`src/rtl/nic_pkg.sv`:
```
// ============================================================================
// Module   : nic_pkg
// Purpose  : Shared register map and bit positions for processor_nic.
// Revision : 1.0
// ============================================================================
`default_nettype none

package nic_pkg;

  localparam logic [1:0] NIC_IN_BUF     = 2'b00;
  localparam logic [1:0] NIC_IN_STATUS  = 2'b01;
  localparam logic [1:0] NIC_OUT_BUF    = 2'b10;
  localparam logic [1:0] NIC_OUT_STATUS = 2'b11;

  localparam int NIC_VC_BIT_DEFAULT = 0;
  // Big-endian numbering: bit 63 is the LSB of a 64-bit status word.
  localparam int NIC_STATUS_BIT     = 63;

endpackage

`default_nettype wire

```
`src/rtl/nic_channel_buffer.sv`:
```
// ============================================================================
// Module   : nic_channel_buffer
// Purpose  : One-entry data register with full flag; a push is ignored while full.
// Revision : 1.0
// ============================================================================
`default_nettype none

module nic_channel_buffer #(
  parameter int WIDTH = 64
) (
  input  logic             clk,
  input  logic             reset,
  input  logic             i_push,
  input  logic             i_pop,
  input  logic [0:WIDTH-1] i_data,
  output logic [0:WIDTH-1] o_data,
  output logic             o_full
);

  logic [0:WIDTH-1] r_data;
  logic             r_full;
  logic             w_push_ok;
  logic             w_pop_ok;

  assign w_push_ok = i_push && !r_full;
  assign w_pop_ok  = i_pop && r_full;

  always_ff @(posedge clk) begin
    if (!reset) begin
      r_data <= '0;
      r_full <= 1'b0;
    end else begin
      if (w_push_ok) begin
        r_data <= i_data;
      end
      r_full <= (r_full && !w_pop_ok) || w_push_ok;
    end
  end

  assign o_data = r_data;
  assign o_full = r_full;

endmodule

`default_nettype wire

```
`src/rtl/processor_nic.sv`:
```
// ============================================================================
// Module   : processor_nic
// Purpose  : Memory-mapped NIC between processor data port and mesh router.
//            Optional macro NIC_IRQ_EN adds a registered irq_out port.
// Revision : 1.0
// ============================================================================
`default_nettype none

module processor_nic
  import nic_pkg::*;
#(
  parameter int DATA_WIDTH = 64,
  parameter int ADDR_WIDTH = 2,
  parameter int VC_BIT     = NIC_VC_BIT_DEFAULT
) (
  input  logic                  clk,
  input  logic                  reset,
  input  logic [0:ADDR_WIDTH-1] addr,
  input  logic [0:DATA_WIDTH-1] d_in,
  output logic [0:DATA_WIDTH-1] d_out,
  input  logic                  nicEn,
  input  logic                  nicWrEn,
  output logic                  net_so,
  input  logic                  net_ro,
  output logic [0:DATA_WIDTH-1] net_do,
  input  logic                  net_polarity,
  input  logic                  net_si,
  output logic                  net_ri,
`ifdef NIC_IRQ_EN
  output logic                  irq_out,
`endif
  input  logic [0:DATA_WIDTH-1] net_di
);

  localparam int c_STATUS_BIT = (DATA_WIDTH == 64) ? NIC_STATUS_BIT : DATA_WIDTH - 1;

  logic                  w_rd;
  logic                  w_wr;
  logic                  w_in_pop;
  logic                  w_out_push;
  logic                  w_in_full;
  logic                  w_out_full;
  logic [0:DATA_WIDTH-1] w_in_data;
  logic [0:DATA_WIDTH-1] w_out_data;
  logic [0:DATA_WIDTH-1] w_in_status;
  logic [0:DATA_WIDTH-1] w_out_status;
  logic [0:DATA_WIDTH-1] r_d_out;

  assign w_rd       = nicEn && !nicWrEn;
  assign w_wr       = nicEn && nicWrEn;
  assign w_in_pop   = w_rd && (addr == NIC_IN_BUF);
  assign w_out_push = w_wr && (addr == NIC_OUT_BUF);

  nic_channel_buffer #(.WIDTH(DATA_WIDTH)) u_in_chan (
    .clk    (clk),
    .reset  (reset),
    .i_push (net_si),
    .i_pop  (w_in_pop),
    .i_data (net_di),
    .o_data (w_in_data),
    .o_full (w_in_full)
  );

  // A send completing this edge still sees full, so a same-cycle write is dropped.
  nic_channel_buffer #(.WIDTH(DATA_WIDTH)) u_out_chan (
    .clk    (clk),
    .reset  (reset),
    .i_push (w_out_push),
    .i_pop  (net_so),
    .i_data (d_in),
    .o_data (w_out_data),
    .o_full (w_out_full)
  );

  assign net_ri = !w_in_full;
  assign net_do = w_out_data;
  assign net_so = w_out_full && net_ro && (w_out_data[VC_BIT] == net_polarity);

  always_comb begin
    w_in_status               = '0;
    w_out_status              = '0;
    w_in_status[c_STATUS_BIT]  = w_in_full;
    w_out_status[c_STATUS_BIT] = w_out_full;
  end

  always_ff @(posedge clk) begin
    if (!reset) begin
      r_d_out <= '0;
    end else if (w_rd) begin
      case (addr)
        NIC_IN_BUF:     r_d_out <= w_in_data;
        NIC_IN_STATUS:  r_d_out <= w_in_status;
        NIC_OUT_BUF:    r_d_out <= w_out_data;
        NIC_OUT_STATUS: r_d_out <= w_out_status;
      endcase
    end
  end

  assign d_out = r_d_out;

`ifdef NIC_IRQ_EN
  logic r_irq;

  // Tracks the input flag's next value so it rises with the accept and falls after the read.
  always_ff @(posedge clk) begin
    if (!reset) begin
      r_irq <= 1'b0;
    end else begin
      r_irq <= (w_in_full && !w_in_pop) || (net_si && !w_in_full);
    end
  end

  assign irq_out = r_irq;
`endif

endmodule

`default_nettype wire

```
`config.mk`:
```
export PLATFORM = sky130hd
export DESIGN_NAME = processor_nic
export DESIGN_NICKNAME = d
export VERILOG_FILES = /design/src/rtl/nic_pkg.sv /design/src/rtl/nic_channel_buffer.sv /design/src/rtl/processor_nic.sv
export SDC_FILE = /design/constraint.sdc
export NUM_CORES = 1
export LEC_CHECK = 0
export CAP_MARGIN = 10
export CORE_MARGIN = 2
export CORE_UTILIZATION = 46
export CTS_BUF_LIST = sky130_fd_sc_hd__clkbuf_2
export CTS_CLUSTER_DIAMETER = 60
export DETAILED_ROUTE_END_ITERATION = 8
export PLACE_DENSITY = 0.8
export SYNTH_ARGS = -nofsm -noshare
export SYNTH_HDL_FRONTEND = slang
export SYNTH_SLANG_ARGS = --single-unit
export TNS_END_PERCENT = 20
```
`constraint.sdc`:
```
create_clock -name clk -period 1.7 [get_ports clk]
set_clock_uncertainty 0.05 [all_clocks]
set_input_delay 0.34 -clock clk [delete_from_list [all_inputs] [get_ports clk]]
set_output_delay 0.34 -clock clk [all_outputs]
set_load 0.1 [all_outputs]
```
==> impl_results.html <==
<table>
<tr><th>Metric</th><th>Value</th></tr>
<tr><th colspan="2">Clock network</th></tr>
<tr><td>Root Buffer</td><td>clkbuf_2</td></tr>
<tr><td>Clock slew seen by the registers of the worst setup and hold paths</td><td>roughly 310 ps</td></tr>
<tr><td>Number of clock sinks</td><td>194</td></tr>
<tr><td>CTS H-Tree Depth</td><td>4</td></tr>
<tr><td>Insertion delay of the later-clocked pin in the worst-skew pair</td><td>820 ps</td></tr>
<tr><td>Clock Tree Buf Depth</td><td>2</td></tr>
<tr><td>Total CTS buffers</td><td>17</td></tr>
<tr><td>CTS tree</td><td>yes</td></tr>
<tr><th colspan="2">Placed design</th></tr>
<tr><td>Detailed Place HPWL</td><td>roughly 16 mm</td></tr>
<tr><td>Routability Congestion</td><td>0.7883</td></tr>
<tr><td>Inst Count DP</td><td>1,237</td></tr>
<tr><td>IO buf count</td><td>266</td></tr>
<tr><th colspan="2">Timing</th></tr>
<tr><td>Hold Fails Final Rpt</td><td>0</td></tr>
<tr><td>Remaining max-slew budget at the tightest pin</td><td>between 60 and 70%</td></tr>
<tr><td>Final TNS setup</td><td>-12,240 ps</td></tr>
<tr><td>Minimum setup slack in the final design</td><td>-385.1 ps</td></tr>
<tr><td>Unrepaired setup endpoints after global routing</td><td>true</td></tr>
<tr><td>Post-route minimum period</td><td>2085 ps</td></tr>
<tr><td>Final period util</td><td>122.7%</td></tr>
<tr><td>Transition time at the pin with the least slew margin</td><td>525.9 ps</td></tr>
<tr><td>Worst slack on hold paths</td><td>30.54 ps</td></tr>
<tr><td>Final number of max-transition violations</td><td>0</td></tr>
<tr><td>Final number of setup-violating endpoints</td><td>130</td></tr>
<tr><td>Fmax achieved</td><td>479.6 MHz</td></tr>
<tr><th colspan="2">Floorplanning</th></tr>
<tr><td>Overall die area</td><td>approximately 17,000 um2</td></tr>
<tr><td>Die H</td><td>131.9 um</td></tr>
<tr><td>Initial standard-cell utilization of the core</td><td>47.17%</td></tr>
<tr><td>Top-level port count</td><td>267</td></tr>
<tr><td>Std-Cell Core Area</td><td>15,940 um2</td></tr>
<tr><td>Standard-cell rows</td><td>46</td></tr>
<tr><td>Width of the die</td><td>approximately 130 um</td></tr>
<tr><th colspan="2">GRT</th></tr>
<tr><td>Gr ovfl total</td><td>0</td></tr>
<tr><td>First-pass GRT wire length</td><td>around 46 mm</td></tr>
<tr><td>Antenna violations before repair</td><td>2</td></tr>
<tr><td>Largest net degree at the start of global routing</td><td>approximately 120</td></tr>
<tr><td>Aggregate global-route resource usage</td><td>33.64%</td></tr>
<tr><td>Via count of the first global-routing pass</td><td>8,445</td></tr>
<tr><th colspan="2">Power</th></tr>
<tr><td>Overall power consumption</td><td>9100 uW</td></tr>
<tr><td>Power share of the combinational group</td><td>approximately a fifth</td></tr>
<tr><td>Internal portion of total power</td><td>around 6300 uW</td></tr>
<tr><td>Switching component of the power</td><td>2750 uW</td></tr>
<tr><td>Switching share of total power</td><td>a little under a third</td></tr>
<tr><td>Share of total power in sequential cells</td><td>52.2%</td></tr>
<tr><td>Leakage component of the power</td><td>between 0.005 and 0.006 uW</td></tr>
<tr><td>Largest voltage drop on the vdd net</td><td>0.4004 mV</td></tr>
<tr><td>Proportion of power drawn by the clock network</td><td>between 20 and 30%</td></tr>
<tr><td>Power density cells</td><td>657.6 nW/um2</td></tr>
<tr><th colspan="2">Status</th></tr>
<tr><td>Violations in the final reports</td><td>negative setup slack</td></tr>
<tr><td>Status</td><td>finished with violations</td></tr>
<tr><th colspan="2">Logic synthesis</th></tr>
<tr><td>Yosys top cell by area</td><td>dfxtp_1</td></tr>
<tr><td>Gate Count Post-Synth</td><td>roughly 800</td></tr>
<tr><td>Cells taking the most area after synthesis</td><td>dfxtp_1, nand2_1, mux2i_1</td></tr>
<tr><td>Yosys synthesis warning count</td><td>0</td></tr>
<tr><td>Count of unique library cells instantiated by Yosys</td><td>27</td></tr>
<tr><td>Mean Syn Cell Area</td><td>9.435 um2</td></tr>
<tr><td>Syn nets</td><td>~930</td></tr>
<tr><td>Sequential element share of the synthesized area</td><td>51.65%</td></tr>
<tr><td>Seq cells post-synth</td><td>194</td></tr>
<tr><td>Area fraction of the dominant cell type after synthesis</td><td>between 50% and 60%</td></tr>
<tr><td>Netlist area before placement</td><td>7520 um2</td></tr>
<tr><th colspan="2">Finish</th></tr>
<tr><td>Layout Nets</td><td>1,329</td></tr>
<tr><td>Post-Layout Cell Count</td><td>1,423</td></tr>
<tr><td>Fraction of the core area covered by cells at the end of the flow</td><td>86.80%</td></tr>
<tr><td>Area growth from synthesis to final layout</td><td>84.03%</td></tr>
<tr><td>Share of post-route cells with drive strength above 1</td><td>30.04%</td></tr>
<tr><th colspan="2">Critical path</th></tr>
<tr><td>CP arrival</td><td>about 1700 ps</td></tr>
<tr><td>Reg-to-reg slack, setup</td><td>~250 ps</td></tr>
<tr><td>Cell family with the largest share of critical-path delay</td><td>flip-flops</td></tr>
<tr><td>Critical path type</td><td>register to output pin</td></tr>
<tr><td>Required time worst endpoint</td><td>between 1000 and 1500 ps</td></tr>
<tr><td>Reg-to-reg startpoint</td><td>u_in_chan.o_full</td></tr>
<tr><td>Launching element type of the critical path</td><td>register</td></tr>
<tr><td>Largest incremental delay on the critical path</td><td>410 ps</td></tr>
<tr><td>Buffer and inverter count on the worst path</td><td>1</td></tr>
<tr><td>Startpoint of the worst setup timing path</td><td>u_out_chan.o_data[0]</td></tr>
<tr><td>Crit Path Max Fanout</td><td>2</td></tr>
<tr><td>Critical path cell sequence</td><td>xnor2_2, and3_4, buf_12</td></tr>
<tr><td>Endpoint class of the critical path</td><td>output pin</td></tr>
<tr><td>Critical path's slowest cell</td><td>dfxtp_4</td></tr>
<tr><th colspan="2">Hold path</th></tr>
<tr><td>Startpoint of the most critical hold path</td><td>d_in[56]</td></tr>
<tr><td>Worst hold path class</td><td>primary input to register</td></tr>
<tr><th colspan="2">Drt</th></tr>
<tr><td>Drt wl/cell</td><td>approximately 22 um</td></tr>
<tr><td>Antenna Nets Post-Route</td><td>0</td></tr>
<tr><td>Drt first-iter violations</td><td>around 710</td></tr>
<tr><td>Total length of routed wires</td><td>31.82 mm</td></tr>
<tr><td>Number of vias after detailed routing</td><td>8,205</td></tr>
<tr><td>Vias per Instance</td><td>~5.8</td></tr>
<tr><td>Post-route DRC violation count</td><td>0</td></tr>
<tr><td>Pre-antenna DRT Iters</td><td>5</td></tr>
<tr><th colspan="2">Flow run</th></tr>
<tr><td>Reported max-cap violation count</td><td>0</td></tr>
</table>
-- flip-flops by register name, indices dropped and copies added, names as in the netlist --
name               cells
u_out_chan.o_full      1
d_out                 64
u_out_chan.o_data     64
u_in_chan.o_data      64
u_in_chan.o_full       1
-- cell type report --
cell class	count	area (um2)
diodes	2	5.005
clock buffers	20	100.1
clock inverters	12	156.4
fillers	681	2105
inverters	1	6.256
multi-input cells	533	3307
flip-flops and latches	194	4224
well taps	216	270.3
repair buffers	445	5769
-- metal layers --
| layer | track usage, % | up-vias | share of wire (%) |
|---|---|---|---|
| met3 | 7.113 | 144 | 7.7 |
| met4 | 18.18 | 0 | 6.1 |
| li1 | - | 3559 | - |
| met5 | 0 | - | 0 |
| met1 | 34.95 | 3963 | 33 |
| met2 | 63.12 | 539 | 53 |
-- worst paths after layout --
check | depth (start not counted) | end
worst max register to register | 5 | u_in_chan.o_data[14]
worst max-delay path | 3 | net_so
worst min-delay path | 3 | u_out_chan.o_data[56]
worst min register to register | 2 | u_in_chan.o_data[0]
-- metrics by stage --
| stage | cell area [um2] | setup slack [ps] |
|---|---|---|
| 4_1_cts | 13680 | -416.3 |
| 6_report | 13840 | -385.1 |
| 2_1_floorplan | 7526 | 74.62 |
| 3_3_place_gp | 11790 | -284.8 |
| 3_5_place_dp | 11790 | -325.2 |
| 5_1_grt | 13840 | -445.4 |
-- layout by cell type (no fill, tap or decap), drive strengths merged --
cell type	Yosys	routed
nor2b	4	4
nor3	2	2
nand3b	1	1
nor2	1	1
a221o	63	63
nand3	1	1
or4b	1	1
dfxtp	194	194
clkinv	0	6
a31oi	1	1
dlygate4sd3	0	119
a21boi	64	64
clkinvlp	0	1
buf	34	191
mux2i	64	64
diode	0	2
bufinv	0	3
nand2b	4	4
clkbuf	35	20
and3	64	64
a21oi	1	1
o21a	1	1
inv	1	3
xnor2	1	1
clkdlybuf4s50	0	135
nand2	258	258
o2bb2ai	1	1
o221ai	1	1
-- power by group through the flow --
| stage | sequential [uW] | clock [uW] | combinational (uW) |
|---|---|---|---|
| after global routing | 4760 | 2660 | 1900 |
| after CTS | 4770 | 2470 | 1720 |
| after detailed placement | 4910 | 0 | 1460 |
| after global placement | 4900 | 0 | 1440 |
| final | 4750 | 2530 | 1820 |
| after floorplan | 5200 | 0 | 433 |
-- cells in the mapped netlist --
cell and instances:
a21boi_1 64, a21oi_1 1, a221o_1 63, a31oi_1 1, and3_1 64, buf_1 5, buf_2 19, buf_4 4
buf_6 1, buf_8 5, clkbuf_1 35, dfxtp_1 194, inv_1 1, mux2i_1 64, nand2_1 258, nand2b_1 4
nand3_1 1, nand3b_1 1, nor2_2 1, nor2b_1 4, nor3_2 1, nor3_4 1, o21a_1 1, o221ai_1 1
o2bb2ai_1 1, or4b_1 1, xnor2_1 1
-- cell families (layout without fill, tap and decap cells) --
kind of cell           Yosys count  count (layout)  share of synthesized area (%)
AND/OR/NAND/NOR                336             336                          19.60
flip-flops                     194             194                          51.65
AO/OA/AOI/OAI                  132             132                          15.26
buffers and inverters           70             478                          4.859
other                            0               2                              0
XOR/XNOR                         1               1                         0.1165
multiplexers                    64              64                          8.519
-- worst register-to-register path, stage by stage (launching register included) --
cell and delay [ps]:
dfxtp_4 420, buf_4 140, nand2b_2 150, buf_12 270
nand2_1 120, a21boi_1 220
-- timing repair --
item                                    in CTS  in global routing
gates resized for setup                    166                 37
endpoints found under the setup margin     130                130
gates cloned                                 0                  0
hold buffers                               119                  0
hold endpoints to repair                   129                  0
buffers inserted                            25                  8
pin swaps                                    2                  0
Power figures use the tool's default switching activity.
